==> src/rtl/ks_multibyte_add_seq_if.sv <==
// Operand/result handshake bundle for ks_multibyte_add_seq.
// Optional macro: KS_SEQ_SUBTRACT_EN adds the sub request signal.
interface ks_multibyte_add_seq_if #(
  parameter int unsigned NBYTES = 4
);
  localparam int unsigned W = 8 * NBYTES;

  // Operand side
  logic         in_valid;
  logic         in_ready;
  logic [W-1:0] op_a;
  logic [W-1:0] op_b;
  logic         cin;
`ifdef KS_SEQ_SUBTRACT_EN
  logic         sub;
`endif

  // Result side
  logic         out_valid;
  logic         out_ready;
  logic [W-1:0] sum;
  logic         cout;

  // Producer/consumer view
  modport master (
`ifdef KS_SEQ_SUBTRACT_EN
    output sub,
`endif
    output in_valid,
    output op_a,
    output op_b,
    output cin,
    output out_ready,
    input  in_ready,
    input  out_valid,
    input  sum,
    input  cout
  );

  // Sequencer view
  modport slave (
`ifdef KS_SEQ_SUBTRACT_EN
    input  sub,
`endif
    input  in_valid,
    input  op_a,
    input  op_b,
    input  cin,
    input  out_ready,
    output in_ready,
    output out_valid,
    output sum,
    output cout
  );
endinterface

==> src/rtl/ks_multibyte_add_seq.sv <==
// Byte-serial NBYTES-wide adder built around one shared 8-bit Kogge-Stone adder.
// Bytes are processed LSB first; the byte carry is chained through carry_q.
// Optional macro: KS_SEQ_SUBTRACT_EN adds subtraction (A + ~B + 1) selected by sub.
module ks_multibyte_add_seq #(
  parameter int unsigned NBYTES = 4
) (
  input  logic                 clk,
  input  logic                 rst_n,
  ks_multibyte_add_seq_if.slave bus,
  output logic                 busy
);

  localparam int unsigned W    = 8 * NBYTES;
  localparam int unsigned IDXW = (NBYTES > 1) ? $clog2(NBYTES) : 1;

  typedef enum logic [1:0] {
    ST_IDLE = 2'd0,
    ST_RUN  = 2'd1,
    ST_DONE = 2'd2
  } state_e;

  // 8-bit Kogge-Stone adder; carry-in folded into bit 0 generate so the
  // prefix tree directly yields the carry into every bit position.
  function automatic logic [8:0] ks_add8(input logic [7:0] a,
                                         input logic [7:0] b,
                                         input logic       ci);
    logic [7:0] p0;
    logic [7:0] g;
    logic [7:0] p;
    logic [7:0] gn;
    logic [7:0] pn;
    logic [8:0] c;
    p0   = a ^ b;
    g    = a & b;
    g[0] = g[0] | (p0[0] & ci);
    p    = p0;
    for (int lvl = 0; lvl < 3; lvl++) begin
      for (int i = 0; i < 8; i++) begin
        if (i >= (1 << lvl)) begin
          gn[i] = g[i] | (p[i] & g[i - (1 << lvl)]);
          pn[i] = p[i] & p[i - (1 << lvl)];
        end else begin
          gn[i] = g[i];
          pn[i] = p[i];
        end
      end
      g = gn;
      p = pn;
    end
    c = {g, ci};
    return {c[8], p0 ^ c[7:0]};
  endfunction

  state_e          state_q, state_d;
  logic [IDXW-1:0] idx_q, idx_d;
  logic            carry_q, carry_d;
  logic [W-1:0]    a_q, a_d;
  logic [W-1:0]    b_q, b_d;
  logic [W-1:0]    sum_q, sum_d;
  logic            cout_q, cout_d;
  logic            in_ready_q, in_ready_d;
  logic            out_valid_q, out_valid_d;
  logic            busy_q, busy_d;
`ifdef KS_SEQ_SUBTRACT_EN
  logic            sub_q, sub_d;
`endif

  logic [7:0]      add_a;
  logic [7:0]      add_b;
  logic [8:0]      add_res;

  // Shared byte adder: current low bytes of the shift registers plus chained carry
  always_comb begin
    add_a = a_q[7:0];
`ifdef KS_SEQ_SUBTRACT_EN
    add_b = b_q[7:0] ^ {8{sub_q}};
`else
    add_b = b_q[7:0];
`endif
    add_res = ks_add8(add_a, add_b, carry_q);
  end

  // Next-state, datapath update and registered-output targets
  always_comb begin
    state_d     = state_q;
    idx_d       = idx_q;
    carry_d     = carry_q;
    a_d         = a_q;
    b_d         = b_q;
    sum_d       = sum_q;
    cout_d      = cout_q;
`ifdef KS_SEQ_SUBTRACT_EN
    sub_d       = sub_q;
`endif

    case (state_q)
      ST_IDLE: begin
        if (bus.in_valid && in_ready_q) begin
          a_d     = bus.op_a;
          b_d     = bus.op_b;
          idx_d   = '0;
          state_d = ST_RUN;
`ifdef KS_SEQ_SUBTRACT_EN
          sub_d   = bus.sub;
          carry_d = bus.sub ? 1'b1 : bus.cin;
`else
          carry_d = bus.cin;
`endif
        end
      end

      ST_RUN: begin
        sum_d[{idx_q, 3'b000} +: 8] = add_res[7:0];
        carry_d = add_res[8];
        a_d     = a_q >> 8;
        b_d     = b_q >> 8;
        idx_d   = idx_q + IDXW'(1);
        if (idx_q == IDXW'(NBYTES - 1)) begin
          cout_d  = add_res[8];
          idx_d   = '0;
          state_d = ST_DONE;
        end
      end

      ST_DONE: begin
        if (bus.out_ready) begin
          state_d = ST_IDLE;
        end
      end

      default: begin
        state_d = ST_IDLE;
      end
    endcase

    in_ready_d  = (state_d == ST_IDLE);
    out_valid_d = (state_d == ST_DONE);
    busy_d      = (state_d == ST_RUN) || (state_d == ST_DONE);
  end

  // State, datapath and output registers
  always_ff @(posedge clk or negedge rst_n) begin
    if (!rst_n) begin
      state_q     <= ST_IDLE;
      idx_q       <= '0;
      carry_q     <= 1'b0;
      a_q         <= '0;
      b_q         <= '0;
      sum_q       <= '0;
      cout_q      <= 1'b0;
      in_ready_q  <= 1'b1;
      out_valid_q <= 1'b0;
      busy_q      <= 1'b0;
`ifdef KS_SEQ_SUBTRACT_EN
      sub_q       <= 1'b0;
`endif
    end else begin
      state_q     <= state_d;
      idx_q       <= idx_d;
      carry_q     <= carry_d;
      a_q         <= a_d;
      b_q         <= b_d;
      sum_q       <= sum_d;
      cout_q      <= cout_d;
      in_ready_q  <= in_ready_d;
      out_valid_q <= out_valid_d;
      busy_q      <= busy_d;
`ifdef KS_SEQ_SUBTRACT_EN
      sub_q       <= sub_d;
`endif
    end
  end

  // Drive the bundle and status from flops
  assign bus.in_ready  = in_ready_q;
  assign bus.out_valid = out_valid_q;
  assign bus.sum       = sum_q;
  assign bus.cout      = cout_q;
  assign busy          = busy_q;

endmodule
==> src/flat_wrapper.sv <==
// flat-port wrapper written by rule: the top's interface ports become plain ports
module ks_multibyte_add_seq_flat 
#(
  parameter int unsigned NBYTES = 4
)
  (clk, rst_n, busy, bus_in_valid, bus_op_a, bus_op_b, bus_cin, bus_out_ready, bus_in_ready, bus_out_valid, bus_sum, bus_cout);
  ks_multibyte_add_seq_if #(.NBYTES(NBYTES)) bus_i ();
  input  logic clk;
  input  logic rst_n;
  output logic busy;
  input wire logic [$bits(bus_i.in_valid)-1:0] bus_in_valid;
  input wire logic [$bits(bus_i.op_a)-1:0] bus_op_a;
  input wire logic [$bits(bus_i.op_b)-1:0] bus_op_b;
  input wire logic [$bits(bus_i.cin)-1:0] bus_cin;
  input wire logic [$bits(bus_i.out_ready)-1:0] bus_out_ready;
  output wire logic [$bits(bus_i.in_ready)-1:0] bus_in_ready;
  output wire logic [$bits(bus_i.out_valid)-1:0] bus_out_valid;
  output wire logic [$bits(bus_i.sum)-1:0] bus_sum;
  output wire logic [$bits(bus_i.cout)-1:0] bus_cout;
  assign bus_i.in_valid = bus_in_valid;
  assign bus_i.op_a = bus_op_a;
  assign bus_i.op_b = bus_op_b;
  assign bus_i.cin = bus_cin;
  assign bus_i.out_ready = bus_out_ready;
  assign bus_in_ready = bus_i.in_ready;
  assign bus_out_valid = bus_i.out_valid;
  assign bus_sum = bus_i.sum;
  assign bus_cout = bus_i.cout;
  ks_multibyte_add_seq #(.NBYTES(NBYTES)) u_core (.clk(clk), .rst_n(rst_n), .bus(bus_i), .busy(busy));
endmodule
==> config.mk <==
export PLATFORM = sky130hd
export DESIGN_NAME = ks_multibyte_add_seq_flat
export DESIGN_NICKNAME = d
export VERILOG_FILES = /design/src/rtl/ks_multibyte_add_seq_if.sv /design/src/rtl/ks_multibyte_add_seq.sv /design/src/flat_wrapper.sv
export SDC_FILE = /design/constraint.sdc
export NUM_CORES = 1
export LEC_CHECK = 0
export ABC_CLOCK_PERIOD_IN_PS = 5900
export CORE_MARGIN = 2
export CORE_UTILIZATION = 50
export CTS_CLUSTER_DIAMETER = 200
export DETAILED_ROUTE_END_ITERATION = 6
export DONT_BUFFER_PORTS = 1
export REMOVE_ABC_BUFFERS = 1
export SLEW_MARGIN = 20
export SYNTH_ARGS = -nofsm -noshare
export SYNTH_HDL_FRONTEND = slang
export SYNTH_SLANG_ARGS = --single-unit
==> constraint.sdc <==
create_clock -name clk -period 5.9 [get_ports clk]
set_input_delay 0.59 -clock clk [delete_from_list [all_inputs] [get_ports clk]]
set_output_delay 0.59 -clock clk [all_outputs]
set_load 0.05 [all_outputs]
==> results.txt, run 1 <==
Status = finished clean
Final wirelength = 9.66 mm
Antenna Diode Count = 0
Post-CTS resize count = 0
Cell variety after synth = 40
Post-Layout Cell Count = 556
Die ar. = 0.00993 mm²
ANT nets after route = 0
Final period utilization = 0.413
First-pass GRT wire length = 15.7 mm
RSZ-0062 raised after global routing = no
Synth Area in Adders = 0.0498
Post-Synthesis Cells = 452
Crit path DAT = 2.67 ns
Final setup vio count = 0
Core area = 0.00881 mm²
Area growth from synthesis to layout = 6.71%
Initial antenna violation count = 0
DIE HEIGHT = 99.6 µm
Layout cells sized above 1 = 0.0759
Critical path, cell by cell = fa_1 -> fa_1 -> a21o_1 -> a221oi_2 -> o21bai_1 -> a21oi_1 -> o21ai_0
H-tree levels = 3
CP bufs+invs = 0
Fin nets = 529
Max frequency = 0.411 GHz
Crit path max-delay family = compound AO/OA/AOI/OAI gates
Die X = 99.6 µm
Placed cell count = 539
Clk sinks = 105
Avg Cell Area, Syn = 10.1 µm²
Filler cells = 810
Slew HR = 0.415
Largest family of logic cells by synthesized area = simple AND/OR/NAND/NOR gates
Hold WS = 0.0451 ns
Seq cells post-synth = 105
Iteration count of the initial detailed-routing pass = 4
I/O Pins = 105
Fin. Hold Viols = 0
Clock root buffer master = clkbuf_8
Post-CTS Repair Setup Buffers = 0
Clock tree buffer depth = 2
Via count = 3186
Final Power = 3.57 mW
Warnings, synthesis = 0
Synth Flop Type = dfrtp_1
Port bufs = 0
R2R Setup Slk = 3.47 ns
MaxCap Viol Count = 0
Crit path kind = reg2reg
Post-synthesis compound-gate area fraction = 0.152
GP Congestion = 0.794
Initial core utilization = 0.519
Max incr delay on CP = 0.49 ns
Max VDD drop = 0.000261 V
Cell Area, Synth = 0.00457 mm²
FFs w/ async S/R, synth = 1.00
Sequential share of the synthesized area = 0.575
Pin slew with the least headroom to its limit = 0.874 ns
Number of flops mapped to enable cells by yosys = 0
Most frequent cells in the layout = dfrtp_1, nor2_1, nand2_1, o22ai_1, a22o_1
Xor/xnor share of the synthesized area = 0.00958
Per-cell routed wire length = 17.4 µm
Post-route DRC = 0
Largest net degree at the start of global routing = 105
CP Capture Type = register
Beginning of the worst register-to-register path = u_core.b_q[0]
Row cnt = 34
All-layer global routing usage = 0.203
Worst Setup Start Kind = register
Drt via density = 5.73
Pwr Density = 732 mW/mm²
Setup TNS = 0 ns
Mux cell area share after synthesis = 0
Overflow after GRT = 0
Total CTS buffers = 9
Leakage = 2.24 nW
DR iter-0 viols = 98
Slowest-stage cell, CP = fa_1
Setup Skew = 0.00876 ns
Post-DP HPWL = 6.20 mm
Setup crit start = u_core.b_q[0]
Vias in the first global route = 3086
CP dominant cell by count = fa_1
Minimum clock period = 2.43 ns
Worst hold path type = in2async
TritonCTS clock tree = built
Critical path required time = 6.13 ns
Final setup margin = 3.47 ns
Clock Latency Late Sink = 0.37 ns
CP max FO = 3
Clk slew on worst S/H paths = 0.10 ns
Final Max Slew Viols = 0
Simple-gate area share of the yosys netlist = 0.182
Most common cell after layout, fill and taps aside = dfrtp_1
Pre-CTS setup slack = 3.45 ns
worst reg2reg max path, cell delays in order, from the launching register on:
cell	delay [ns]
dfrtp_1	0.43
fa_1	0.49
fa_1	0.42
a21o_1	0.23
a221oi_2	0.27
o21bai_1	0.12
a21oi_1	0.22
o21ai_0	0.10
cell type report:
cell class | count | area [µm²] | share of cell area
clock inverters | 6 | 91.3 | 0.0187
well taps | 108 | 135 | 0.0277
clock buffers | 10 | 138 | 0.0282
inverters | 5 | 18.8 | 0.00385
repair buffers | 5 | 57.6 | 0.0118
flip-flops and latches | 105 | 2630 | 0.539
multi-input cells | 317 | 1810 | 0.371
state kept, by name, indices dropped and copies added, names as in the netlist, 2 cells and up:
register	cells
u_core.idx_q	2
u_core.a_q	32
u_core.b_q	32
u_core.bus.sum	32
u_core.state_q	2
cell families after synthesis:
family,after synthesis
simple gates,193
flops,105
compound gates,102
buf+inv,30
fa+ha+maj,17
xor+xnor,5
path summary, 6_finish.rpt:
kind / end / depth (start not counted)
setup / recovery: u_core.carry_q / 7
hold / removal: u_core.bus.in_ready / 0
setup reg to reg: u_core.carry_q / 7
hold reg to reg: u_core.a_q[9] / 2
max in group asynchronous: u_core.b_q[14] / 1
min in group clk: u_core.a_q[25] / 2
metal layers:
metal  part of all wire  vias up  global-route usage  wire, µm
li1                   -     1550                   -         -
met1               0.45     1533               0.270      4380
met2               0.46       89               0.306      4440
met3              0.070       14              0.0738       679
met4              0.018        0              0.0759       170
met5                  0        -                   0         0
Yosys cell counts (all sizes together) (2+ instances only):
master  instances  area (µm²)
clkbuf          7        30.0
a22o           24         210
a21oi           6        30.0
fa              2        40.0
buf            18        95.1
a21o            3        22.5
a31oi           4        25.0
nor3            2        32.5
nand2          60         240
dfrtp         104        2600
inv             5        18.8
xnor2           4        35.0
nand2b          3        18.8
or3             2        12.5
nand4           3        18.8
ha             15         188
and3            2        12.5
nor2          103         394
o21ai          13        65.1
o22ai          44         275
o21bai          2        15.0
nand3          15        75.1
timing repair:
action / 4_1_cts / 5_1_grt
hold endpoints to repair: 104 / 0
setup endpoints to repair: 0 / 0
hold buffers: 1 / 0
power breakdown:
part	internal, mW	switching, mW	leakage [nW]
registers	1.06	0.568	1.32
clock network	0.251	0.247	0.105
logic	0.549	0.900	0.815
per-stage QoR:
| stage | utilization | area, µm² |
|---|---|---|
| finish | 0.554 | 4880 |
| floorplan | - | 4450 |
| CTS | 0.554 | 4880 |
| detailed placement | 0.525 | 4620 |
| global placement | 0.525 | 4620 |
| global route | 0.554 | 4880 |
Power figures use the tool's default switching activity.
==> run 2: changes to the inputs <==
Settings changed: ABC_AREA from default to 1, ABC_CLOCK_PERIOD_IN_PS 5900 to 2200, PLACE_DENSITY from default to 0.68.
Clock period 5.9 ns to 2.2 ns, I/O delays scaled along.
==> run 2 against run 1 <==
Synthesized area increased by 2.0%; cell area is 9.9% higher; clock power grew to 2.7 times the previous value; first-iteration DRC count is 11% higher; largest cell class unchanged; clock skew rose by 0.0040 ns; final cell count increased by 18%; critical endpoint is now u_core.bus.sum[12]; global-route usage rose by 1.9 points; worst setup slack got worse by 3.3 ns; power grew to 2.7 times the previous value; synthesized cell count grew 12%; sequential power rose to 2.6 times the previous value; the flow now finishes with violations (hold timing); sequential share of layout area fell by 4.9 points.
==> results.txt, run 2 <==
CP Capture Type = register
Final Cell Area = 0.00536 mm²
ANT nets after route = 0
P_sw = 4.62 mW
Setup Skew = 0.0127 ns
All-layer global routing usage = 0.222
I/O Pins = 105
Seq cells post-synth = 105
Met3 WL = 694 µm
Final Max Slew Viols = 0
Wire length on met1 = 4.79 mm
Final wirelength = 10.7 mm
Synth cell count leaders = dfrtp_1, nand2_1, nor2_1
Clock Latency Late Sink = 0.36 ns
Cell Area, Synth = 0.00466 mm²
Worst hold path type = in2async
Final period utilization = 0.943
First-pass GRT wire length = 17.9 mm
Area leader, netlist = dfrtp_1
Post-route DRC = 0
Core area = 0.00915 mm²
Initial core utilization = 0.510
Max frequency = 0.482 GHz
Worst R2R End = u_core.bus.sum[12]
Area occupied by multi-input gates = 0.00179 mm²
Fin. Hold Viols = 105
H-tree levels = 3
Leakage = 2.56 nW
GP Congestion = 0.852
DR iter-0 viols = 109
Most frequent cells in the layout = dfrtp_1, nand2_1, nor2_1, o22ai_1, dlygate4sd3_1
Count of hold-fix buffers inserted at cts = 37
Fin nets = 627
Reg area = 0.00263 mm²
Clock Power Share = 0.139
Most common cell after layout, fill and taps aside = dfrtp_1
R2R Setup Slk = 0.12 ns
DIE HEIGHT = 101 µm
Antenna Diode Count = 0
Comb power frac = 0.419
Filler cells = 819
Warnings, synthesis = 0
Die ar. = 0.0101 mm²
Pwr Density = 1780 mW/mm²
Row cnt = 35
Synth area leaders = dfrtp_1, nand2_1, nor2_1, o22ai_1, ha_1
Sequential share of the synthesized area = 0.564
Via count = 3625
Die X = 101 µm
Minimum clock period = 2.08 ns
Beginning of the worst register-to-register path = u_core.b_q[0]
Total CTS buffers = 9
Avg Cell Area, Syn = 9.22 µm²
MaxCap Viol Count = 0
Pre-CTS setup slack = 0.0992 ns
Hold WS = -0.458 ns
Number of flops mapped to enable cells by yosys = 0
Failing checks = hold timing
Synth Flop Type = dfrtp_1
Count leader, synth = dfrtp_1
Port bufs = 0
Iteration count of the initial detailed-routing pass = 5
Crit path DAT = 2.35 ns
Area growth from synthesis to layout = 15.0%
Clock root buffer master = clkbuf_8
CP max FO = 3
FFs w/ async S/R, synth = 1.00
Post-CTS Repair Setup Buffers = 0
Placed cell count = 604
Setup TNS = 0 ns
Vias in the first global route = 3735
Initial antenna violation count = 0
Worst Setup Start Kind = register
Drt via density = 5.52
Clk slew on worst S/H paths = 0.10 ns
Crit path kind = reg2reg
Max VDD drop = 0.000692 V
WL met2 = 5.08 mm
Largest net degree at the start of global routing = 106
Worst reg2reg path depth = 8
Pin slew with the least headroom to its limit = 0.528 ns
Post-Layout Cell Count = 657
Final setup margin = 0.125 ns
TritonCTS clock tree = built
Status = finished, violations left
DR top layer = met4
Critical path required time = 2.47 ns
Overflow after GRT = 0
Slew HR = 0.648
Flop pwr share = 0.442
Clk sinks = 105
RSZ-0062 raised after global routing = no
Switch share = 0.485
Post-DP Area = 0.00476 mm²
Per-cell routed wire length = 16.3 µm
Post-Synthesis Cells = 506
Post-DP HPWL = 7.03 mm
Layout cells sized above 1 = 0.0788
Final setup vio count = 0
Int Power = 4.90 mW
Clock tree buffer depth = 2
Cell variety after synth = 34
Yosys top cell area share = 0.558
run 2: cell types whose count changed after synthesis, moves of 4 or more:
cell / before / now
a22o_1: 24 / 7
a31oi_1: 4 / 0
buf_2: 16 / 9
buf_4: 0 / 5
inv_1: 5 / 31
inv_2: 0 / 8
nand2_1: 56 / 103
nor2_1: 102 / 98
nor3_1: 0 / 7
o21ai_0: 8 / 17
run 2: per-stage QoR:
stage	total power [mW]	util
global placement	7.97	0.520
CTS	9.53	0.586
floorplan	7.00	-
global route	10.3	0.586
finish	9.52	0.586
detailed placement	8.14	0.520
run 2: repair_timing:
item | 4_1_cts | 5_1_grt
resized for setup | 0 | 1
endpoints found under the hold margin | 142 | 105
endpoints found under the setup margin | 0 | 6
run 2: kinds of logic after synthesis:
logic type | after synthesis | synth area share
flops | 105 | 0.564
xor+xnor | 3 | 0.00563
fa+ha+maj | 17 | 0.0488
compound gates | 81 | 0.107
simple gates | 241 | 0.221
buf+inv | 59 | 0.0539
run 2: how the worst max path moves through the flow:
stage | slack, ns | end | startpoint | cells after the start
2_1_floorplan | -0.18 | u_core.a_q[21] | u_core.bus.in_ready | 4
3_3_place_gp | 0.19 | u_core.bus.sum[12] | u_core.b_q[0] | 8
3_5_place_dp | 0.1 | u_core.bus.sum[12] | u_core.b_q[0] | 8
4_1_cts | 0.06 | u_core.bus.sum[12] | u_core.b_q[0] | 8
5_1_grt | 0.03 | u_core.bus.sum[30] | u_core.b_q[0] | 10
6_report | 0.12 | u_core.bus.sum[12] | u_core.b_q[0] | 8
run 2: cell type report:
type / count / area share
flip-flops and latches: 105 / 0.490
inverters: 39 / 0.0273
clock buffers: 9 / 0.0231
multi-input cells: 342 / 0.333
clock inverters: 7 / 0.0191
well taps: 111 / 0.0259
repair buffers: 44 / 0.0812
run 2: worst max-delay path, cell delays in order, from the launching register on:
cell and delay (ns):
dfrtp_1 0.41, fa_1 0.47, fa_2 0.38, nand2_1 0.08, nand2_1 0.07, nand2_1 0.07, xnor2_1 0.17, nand3_1 0.14
o21ai_0 0.19
run 2: power by group through the flow:
stage / logic (mW) / registers [mW] / clock network (mW)
after floorplan: 2.86 / 4.15 / 0
after global placement: 3.75 / 4.22 / 0
after detailed placement: 3.89 / 4.24 / 0
after CTS: 3.97 / 4.21 / 1.35
after global routing: 4.54 / 4.32 / 1.43
final: 3.99 / 4.21 / 1.33
run 2: per-layer routing:
metal | up-vias | global-route usage
li1 | 1741 | -
met1 | 1750 | 0.306
met2 | 125 | 0.352
met3 | 9 | 0.0589
met4 | 0 | 0.0580
met5 | - | 0
